===== src/rtl/delay_scheduler_pkg.sv =====
// Shared types for the time-multiplexed delay scheduler.
package delay_sched_pkg;

  localparam int DEF_CNT_W = 8;

  typedef enum logic [1:0] {
    ST_IDLE  = 2'd0,
    ST_COUNT = 2'd1,
    ST_DONE  = 2'd2
  } state_t;

endpackage


===== src/rtl/delay_scheduler_rr_arbiter.sv =====
// Combinational round-robin pick: the search starts one past the last owner and wraps.
module rr_arbiter #(
  parameter int NUM_REQ = 4,
  parameter int IDX_W   = $clog2(NUM_REQ)
) (
  input  logic [NUM_REQ-1:0] req,
  input  logic [IDX_W-1:0]   ptr,
  output logic [IDX_W-1:0]   winner,
  output logic               any
);

  function automatic logic [IDX_W-1:0] wrap_add(input logic [IDX_W-1:0] base, input int off);
    int s;
    s = int'(base) + off;
    if (s >= NUM_REQ) s = s - NUM_REQ;
    return IDX_W'(s);
  endfunction

  // Scan from the farthest offset down so the nearest requester after ptr is the final write.
  always_comb begin
    winner = '0;
    any    = 1'b0;
    for (int i = NUM_REQ; i >= 1; i--) begin
      if (req[wrap_add(ptr, i)]) begin
        winner = wrap_add(ptr, i);
        any    = 1'b1;
      end
    end
  end

endmodule


===== src/rtl/delay_scheduler.sv =====
// One programmable one-shot delay counter shared round-robin among NUM_REQ requesters.
module delay_scheduler
  import delay_sched_pkg::*;
#(
  parameter int NUM_REQ = 4,
  parameter int CNT_W   = DEF_CNT_W,
  parameter int IDX_W   = $clog2(NUM_REQ)
) (
  input  logic                     clk,
  input  logic                     reset_n,
  input  logic [NUM_REQ-1:0]       req,
  input  logic [NUM_REQ*CNT_W-1:0] delay_val,
  output logic [NUM_REQ-1:0]       grant,
  output logic [NUM_REQ-1:0]       done,
  output logic                     busy,
  output logic [IDX_W-1:0]         active_id
);

  state_t             r_state;
  logic [CNT_W-1:0]   r_cnt;
  logic [IDX_W-1:0]   r_ptr;
  logic [IDX_W-1:0]   r_active_id;
  logic [NUM_REQ-1:0] r_grant;
  logic [NUM_REQ-1:0] r_done;
  logic               r_busy;

  logic [IDX_W-1:0]   w_winner;
  logic               w_any;
  logic [CNT_W-1:0]   w_delay;
  logic               w_owner_req;

  rr_arbiter #(
    .NUM_REQ(NUM_REQ),
    .IDX_W  (IDX_W)
  ) u_arb (
    .req   (req),
    .ptr   (r_ptr),
    .winner(w_winner),
    .any   (w_any)
  );

  assign w_delay     = delay_val[int'(w_winner)*CNT_W +: CNT_W];
  assign w_owner_req = req[r_active_id];

  // Abort is tested before the zero count so a dropped request never sees done.
  always_ff @(posedge clk or negedge reset_n) begin
    if (!reset_n) begin
      r_state     <= ST_IDLE;
      r_cnt       <= '0;
      r_ptr       <= IDX_W'(NUM_REQ - 1);
      r_active_id <= '0;
      r_grant     <= '0;
      r_done      <= '0;
      r_busy      <= 1'b0;
    end else begin
      case (r_state)
        ST_IDLE: begin
          if (w_any) begin
            r_state     <= ST_COUNT;
            r_grant     <= NUM_REQ'(1) << w_winner;
            r_cnt       <= w_delay;
            r_ptr       <= w_winner;
            r_active_id <= w_winner;
            r_busy      <= 1'b1;
          end
        end
        ST_COUNT: begin
          if (!w_owner_req) begin
            r_state <= ST_IDLE;
            r_grant <= '0;
            r_busy  <= 1'b0;
          end else if (r_cnt == '0) begin
            r_state <= ST_DONE;
            r_done  <= r_grant;
          end else begin
            r_cnt <= r_cnt - CNT_W'(1);
          end
        end
        ST_DONE: begin
          r_state <= ST_IDLE;
          r_done  <= '0;
          r_grant <= '0;
          r_busy  <= 1'b0;
        end
        default: begin
          r_state <= ST_IDLE;
          r_done  <= '0;
          r_grant <= '0;
          r_busy  <= 1'b0;
        end
      endcase
    end
  end

  assign grant     = r_grant;
  assign done      = r_done;
  assign busy      = r_busy;
  assign active_id = r_active_id;

endmodule

===== config.mk =====
export PLATFORM = sky130hd
export DESIGN_NAME = delay_scheduler
export DESIGN_NICKNAME = d
export VERILOG_FILES = /design/src/rtl/delay_scheduler_pkg.sv /design/src/rtl/delay_scheduler_rr_arbiter.sv /design/src/rtl/delay_scheduler.sv
export SDC_FILE = /design/constraint.sdc
export NUM_CORES = 1
export LEC_CHECK = 0
export CAP_MARGIN = 10
export CORE_MARGIN = 8
export CORE_UTILIZATION = 49
export DETAILED_ROUTE_END_ITERATION = 8
export PLACE_DENSITY = 0.87
export SLEW_MARGIN = 20
export SYNTH_ARGS = -nofsm -noshare
export SYNTH_HDL_FRONTEND = slang
export SYNTH_SLANG_ARGS = --single-unit

===== constraint.sdc =====
create_clock -name clk -period 5.15 [get_ports clk]
set_input_delay 1.03 -clock clk [delete_from_list [all_inputs] [get_ports clk]]
set_output_delay 1.03 -clock clk [all_outputs]
set_load 0.02 [all_outputs]

# After elaboration in Yosys (flattened, before gate mapping)
# Cells that the tools add are included.
[word_totals] regBits=23 in_bits=38 word_cells=82
[classes] add_sub_neg=9 magnitude_cmp=9 eq_ne=7 shift=2 muxes=39 bitwise_logic=1 reduce_logical=8
[ops] cell="variable part select 32 x 6 -> 8 bit" n=1
[ops] cell="two-way mux 8 bit" n=3
[ops] cell="two-way mux 2 bit" n=11
[ops] cell="two-way mux 4 bit" n=4
[ops] cell="case mux 4 bit (2 select lines)" n=2
[ops] cell="case mux 8 bit (2 select lines)" n=1
[ops] cell="less-than comparator 2 x 3 -> 1 bit, second input constant" n=5
[ops] cell="two-way mux 1 bit" n=11
[ops] cell="binary-select mux 1 bit (select 2 bit)" n=5
[ops] cell=">= comparator 3 bit, second input constant" n=3
[ops] cell="logical NOT 8 bit" n=1
[ops] cell="inequality test 2 bit, second input constant" n=4
[ops] cell="subtractor 2 x 1 -> 2 bit, second input constant" n=4
[ops] cell="subtractor 8 x 1 -> 8 bit, second input constant" n=1
[ops] cell="adder 2 x 2 -> 3 bit, second input constant" n=2
[ops] cell="AND reduction 2 bit" n=3
[ops] cell="adder 2 x 3 -> 4 bit, second input constant" n=1
[ops] cell=">= comparator 4 x 3 -> 1 bit, second input constant" n=1
[ops] cell="case mux 2 bit (2 select lines)" n=1
[ops] cell="AND reduction 4 bit" n=1
[ops] cell="left shift 1 x 2 -> 4 bit, first input constant" n=1
[ops] cell="adder 2 x 1 -> 3 bit, second input constant" n=1
[ops] cell="inequality test 3 bit, second input constant" n=1
[ops] cell="AND reduction 3 bit" n=1
[ops] cell="6 further kinds" n=6

# Logic depth before layout (Yosys ltp)
[depth] ltp_word=12 ltp_mapped=8 ltp_nobuf=8

# Cells and area by module
# From an unflattened synthesis, not the netlist that was laid out.
[hier_totals] hier_cells=140 area_unflattened_um2=1493.9
[by_module_without_submodules] mod="delay_scheduler" instances=1 cells_per_inst=126 area_each_um2=1402.6 seq_area_each_um2=578.1
[by_module_without_submodules] mod="rr_arbiter" instances=1 cells_per_inst=14 area_each_um2=91.3 seq_area_each_um2=0.0

# Worst setup path before layout
# OpenSTA, ideal clock, no wires.
[synth_path] path_kind="input-to-reg" from="input port req[0]" to="register r_cnt[0]" setup_ns=0.126 arrival_ns=2.365 setup_slack_ns=2.659 path_stages=7 n_path_buf=2 cell_sequence="or2_1 a311oi_2 buf_6 buf_6 mux2i_1 mux2i_1 a221o_1"
[synth_between] elab_chain_cells=9
[synth_rtl] item="start, declared" line_no="delay_scheduler.sv:11" source="input logic [NUM_REQ-1:0] req,"
[synth_rtl] item="binary-select mux 1 bit (select 2 bit)" line_no="delay_scheduler_rr_arbiter.sv:24" source="if (req[wrap_add(ptr, i)]) begin"
[synth_rtl] item="two-way mux 1 bit (implied by the code)" line_no="delay_scheduler_rr_arbiter.sv:24"
[synth_rtl] item="two-way mux 2 bit (4 in series)" line_no="delay_scheduler_rr_arbiter.sv:24"
[synth_rtl] item="variable part select 32 x 6 -> 8 bit" line_no="delay_scheduler.sv:42" source="assign w_delay = delay_val[int'(w_winner)*CNT_W +: CNT_W];"
[synth_rtl] item="two-way mux 8 bit" line_no="delay_scheduler.sv:58" source="if (w_any) begin"
[synth_rtl] item="case mux 8 bit (2 select lines)" line_no="delay_scheduler.sv:56" source="case (r_state)"
[synth_rtl] item="end signal, assigned" line_no="delay_scheduler.sv:61" source="r_cnt <= w_delay;"
[synth_rtl] item="end signal, assigned" line_no="delay_scheduler.sv:76" source="r_cnt <= r_cnt - CNT_W'(1);"
[synth_rtl] item="end, declared" line_no="delay_scheduler.sv:20" source="logic [CNT_W-1:0] r_cnt;"
# Parallel ways exist; a longest one is shown, timed or not. The select of a mux whose other input is x is not followed.
# A chain may end at the register's enable or synchronous reset.

# Worst setup path after layout
[layout_path] from="input port req[1]" to="register r_cnt[2]"
# Same word-level chain as after synthesis.

==> results list <==
- Average wire per standard cell: 18.75 um
- Root cell of the clock tree: clkbuf_4
- # hold bufs at CTS: 0
- Critical path buffers and inverters: 1
- In this run the remaining antenna-violating nets after routing total 0.
* Post-place setup slack: 1.969 ns
* First-pass iteration count of the detailed router: 4
- The cell family contributing the most delay on the critical path is compound AO/OA/AOI/OAI gates.
- In this run the mean area of a mapped cell was 10.22 um2.
- Fin Clk Skew: 0.0008308 ns
- I/O pin cnt: 49
- In this run the tool buffered the top-level ports with 48 buffer cells.
- Data required time at the worst endpoint: 5.39 ns
* GRT overflow: 0
* Critical hold path startpoint: busy
* Setup slack after layout: 2.322 ns
- Number of global-route vias before repair: 1413
- Setup repair after global routing left no endpoint under its margin.
- In this run, post-CTS repair resized a total of 0 instances.
* Crit. Startpoint: req[1]
- Cells with a size suffix above 1 make up 9.845% of the layout.
- The worst setup path is captured at a register.
- After clock tree synthesis, the clock-pin slew on the worst setup and hold paths is 0.13 ns.
- Remaining max-slew budget at the tightest pin: 57.45%
* Gpl congestion: 0.9642
- Total count of max-transition violations in the final report: 0
* Sequence of cells on the critical path: clkdlybuf4s50_1 -> o21ai_1 -> and3_1 -> mux2_2 -> a221oi_2
- The number of antenna violations at the first check in global routing came to 0.
- Synthesis instantiated 47 different standard cells from the library.
- Summing all non-filler instances in the final layout gives an area of 0.001998 mm2.
- Remaining routing DRC violations: 0
- The first global-routing pass estimated 6900 um of wire.
* Critical-path top delay cell: clkdlybuf4s50_1
- DIE AREA: 0.005039 mm2
* Reg-to-reg critical path startpoint: r_cnt[0]
* Register-to-Register Path Depth: 7
- In this run the cell area of the synthesized design comes to 0.001481 mm2.
- Final hold slack: 0.4964 ns
- Post-layout net count: 234
- Detailed placement ended at an HPWL of 3290 um.
- Overall routed net length: 4238 um
- TritonCTS built the clock tree.
- The die is 70.99 um wide.
* Most common cell after layout, fill and taps aside: clkdlybuf4s50_1
- Critical path arrival: 3.06 ns
- Kind of critical path: input port to register
- The core region is 0.002953 mm2.
* Final core area utilization: 67.67%
- Total track usage: 16.96%
- Via-per-instance ratio: 6.088
- Startpoint type of the worst setup path: input port
- Setup fix buffers added after clock tree synthesis: 0
- Antenna cell count: 0
* Cell count after synthesis: 145
- Largest vdd supply drop: 0.0003454 V
* Sequential cell area fraction in the yosys report: 39.02%
- CTS Buf Count: 3
- From bottom edge to top edge, the die measures 70.99 um.
* Maximum number of pins on one net before global-route repair: 24
- Final worst path period need: 2.828 ns
* Rows: 20
- Clock insertion delay at the later pin of the skew report: 0.31 ns
- Total nets after synthesis: 185
* Seq cells post-synth: 23
* Capturing instance or port of the critical path: r_cnt[2]
- The routed layout has 1376 vias.
- The tree built by TritonCTS fans out to 23 sinks.
* Run status: finished clean
* Register-to-register setup slack: 2.98 ns
- CTS built an H-tree with a depth of 1.
- Clock Path Buffers: 2
- Setup violations remaining at the end of the flow were counted as 0.
* Post-synthesis to final-layout area growth: 34.88%
* Hold/Removal Path Class: register to register
* Leakage Power: 0.8378 nW
* Crit-path max FO: 7
- Logic depth of the worst setup path including buffers: 5
- Largest stage delay, worst path: 0.50 ns
- Static timing analysis puts the maximum clock frequency at 353.6 MHz.
- During synthesis, Yosys emitted a total of 0 warnings.
- Initial DRC count: 73
- Areal power density over the cells: 511.2 mW/mm2
- Period utilization: 54.91%
* Effective utilization at floorplan: 50.17%
- The final count of hold timing violations came to 0.
- Terminus of the critical flop-to-flop path: r_cnt[4]
* Maxcap violations: 0
- The top cell types in the final layout, fill and taps aside, are clkdlybuf4s50_1, dfrtp_1, mux2i_1.
- Setup total negative slack on the finished layout was measured at 0 ns.
- In this run the cell area measured after placement is 0.001976 mm2.
* Worst slew pin tran: 0.6333 ns
==> through the flow <==
stage          instances  power, mW
6_report             226      1.021
5_1_grt              226      1.096
3_5_place_dp         222     0.9361
3_3_place_gp         222     0.9116
4_1_cts              226      1.024
2_1_floorplan        145     0.7502
==> flip-flops by register name (all words and copies together), names as in the netlist <==
signal and flops:
active_id 2, busy 1, done 4, grant 4
r_cnt 8, r_ptr 2, r_state 2
==> worst min path at each step <==
stage | end | cells after the start | slack, ns
floorplan | r_cnt[6] | 1 | 0.47
global placement | busy | 1 | 0.46
detailed placement | busy | 1 | 0.47
CTS | busy | 1 | 0.50
global route | busy | 1 | 0.51
finish | busy | 1 | 0.50
==> power by group <==
| part | internal (mW) | switching [mW] |
|---|---|---|
| sequential | 0.264 | 0.0773 |
| combinational | 0.279 | 0.316 |
| clock | 0.0291 | 0.0562 |
| total | 0.572 | 0.450 |
==> synth_stat cells, drive strengths merged <==
cell type	instances	share of area (%)
mux4	1	1.5
or4b	1	0.68
a21bo	1	0.68
a32o	2	1.4
nand2	11	2.8
a221o	3	2.0
mux2i	16	11
buf	3	1.9
a21o	2	1.0
a311oi	1	1.0
ha	2	1.7
o21a	3	1.6
a311o	1	0.68
and4	3	1.8
nor2	10	2.5
mux2	3	2.3
dfstp	2	3.5
and3	1	0.42
a221oi	1	1.0
nand3	1	0.34
clkbuf	2	0.51
a2111oi	2	1.2
a41o	1	0.68
a22o	6	3.5
nor4	1	0.42
a21oi	4	1.4
nor3b	1	0.84
nor3	4	1.4
dfrtp	21	35
o211ai	1	0.84
a31oi	3	1.3
or4	2	1.0
inv	5	1.3
o2bb2ai	3	1.8
nor2b	1	0.42
and2	1	0.42
a211oi	2	1.0
o21ai	6	2.0
o31ai	2	1.0
or2	1	0.42
nor4b	1	0.59
or3	2	0.84
nand2b	5	2.1
==> layer usage <==
metal	up-vias	part of all wire (%)	GRT usage [%]
li1	659	-	-
met4	0	1.4	6.005
met2	58	49	29.35
met1	653	42	19.85
met3	6	7.4	3.955
met5	-	0	0
==> cell type report <==
type	instances	area [um2]
fillers	237	954.7
multi-input cells	112	849.6
repair buffers	49	483.0
clock buffers	3	22.52
clock inverters	1	5.005
well taps	33	41.29
flip-flops and latches	23	578.1
inverters	5	18.77
==> kinds of logic after synthesis <==
group / count (synthesis) / synth area share (%)
buffers and inverters: 10 / 3.631
adder cells (fa/ha/maj): 2 / 1.689
multiplexers: 20 / 14.61
AND/OR/NAND/NOR: 46 / 16.98
AO/OA/AOI/OAI: 44 / 24.07
flip-flops: 23 / 39.02
(Power assumes the default switching activity.)
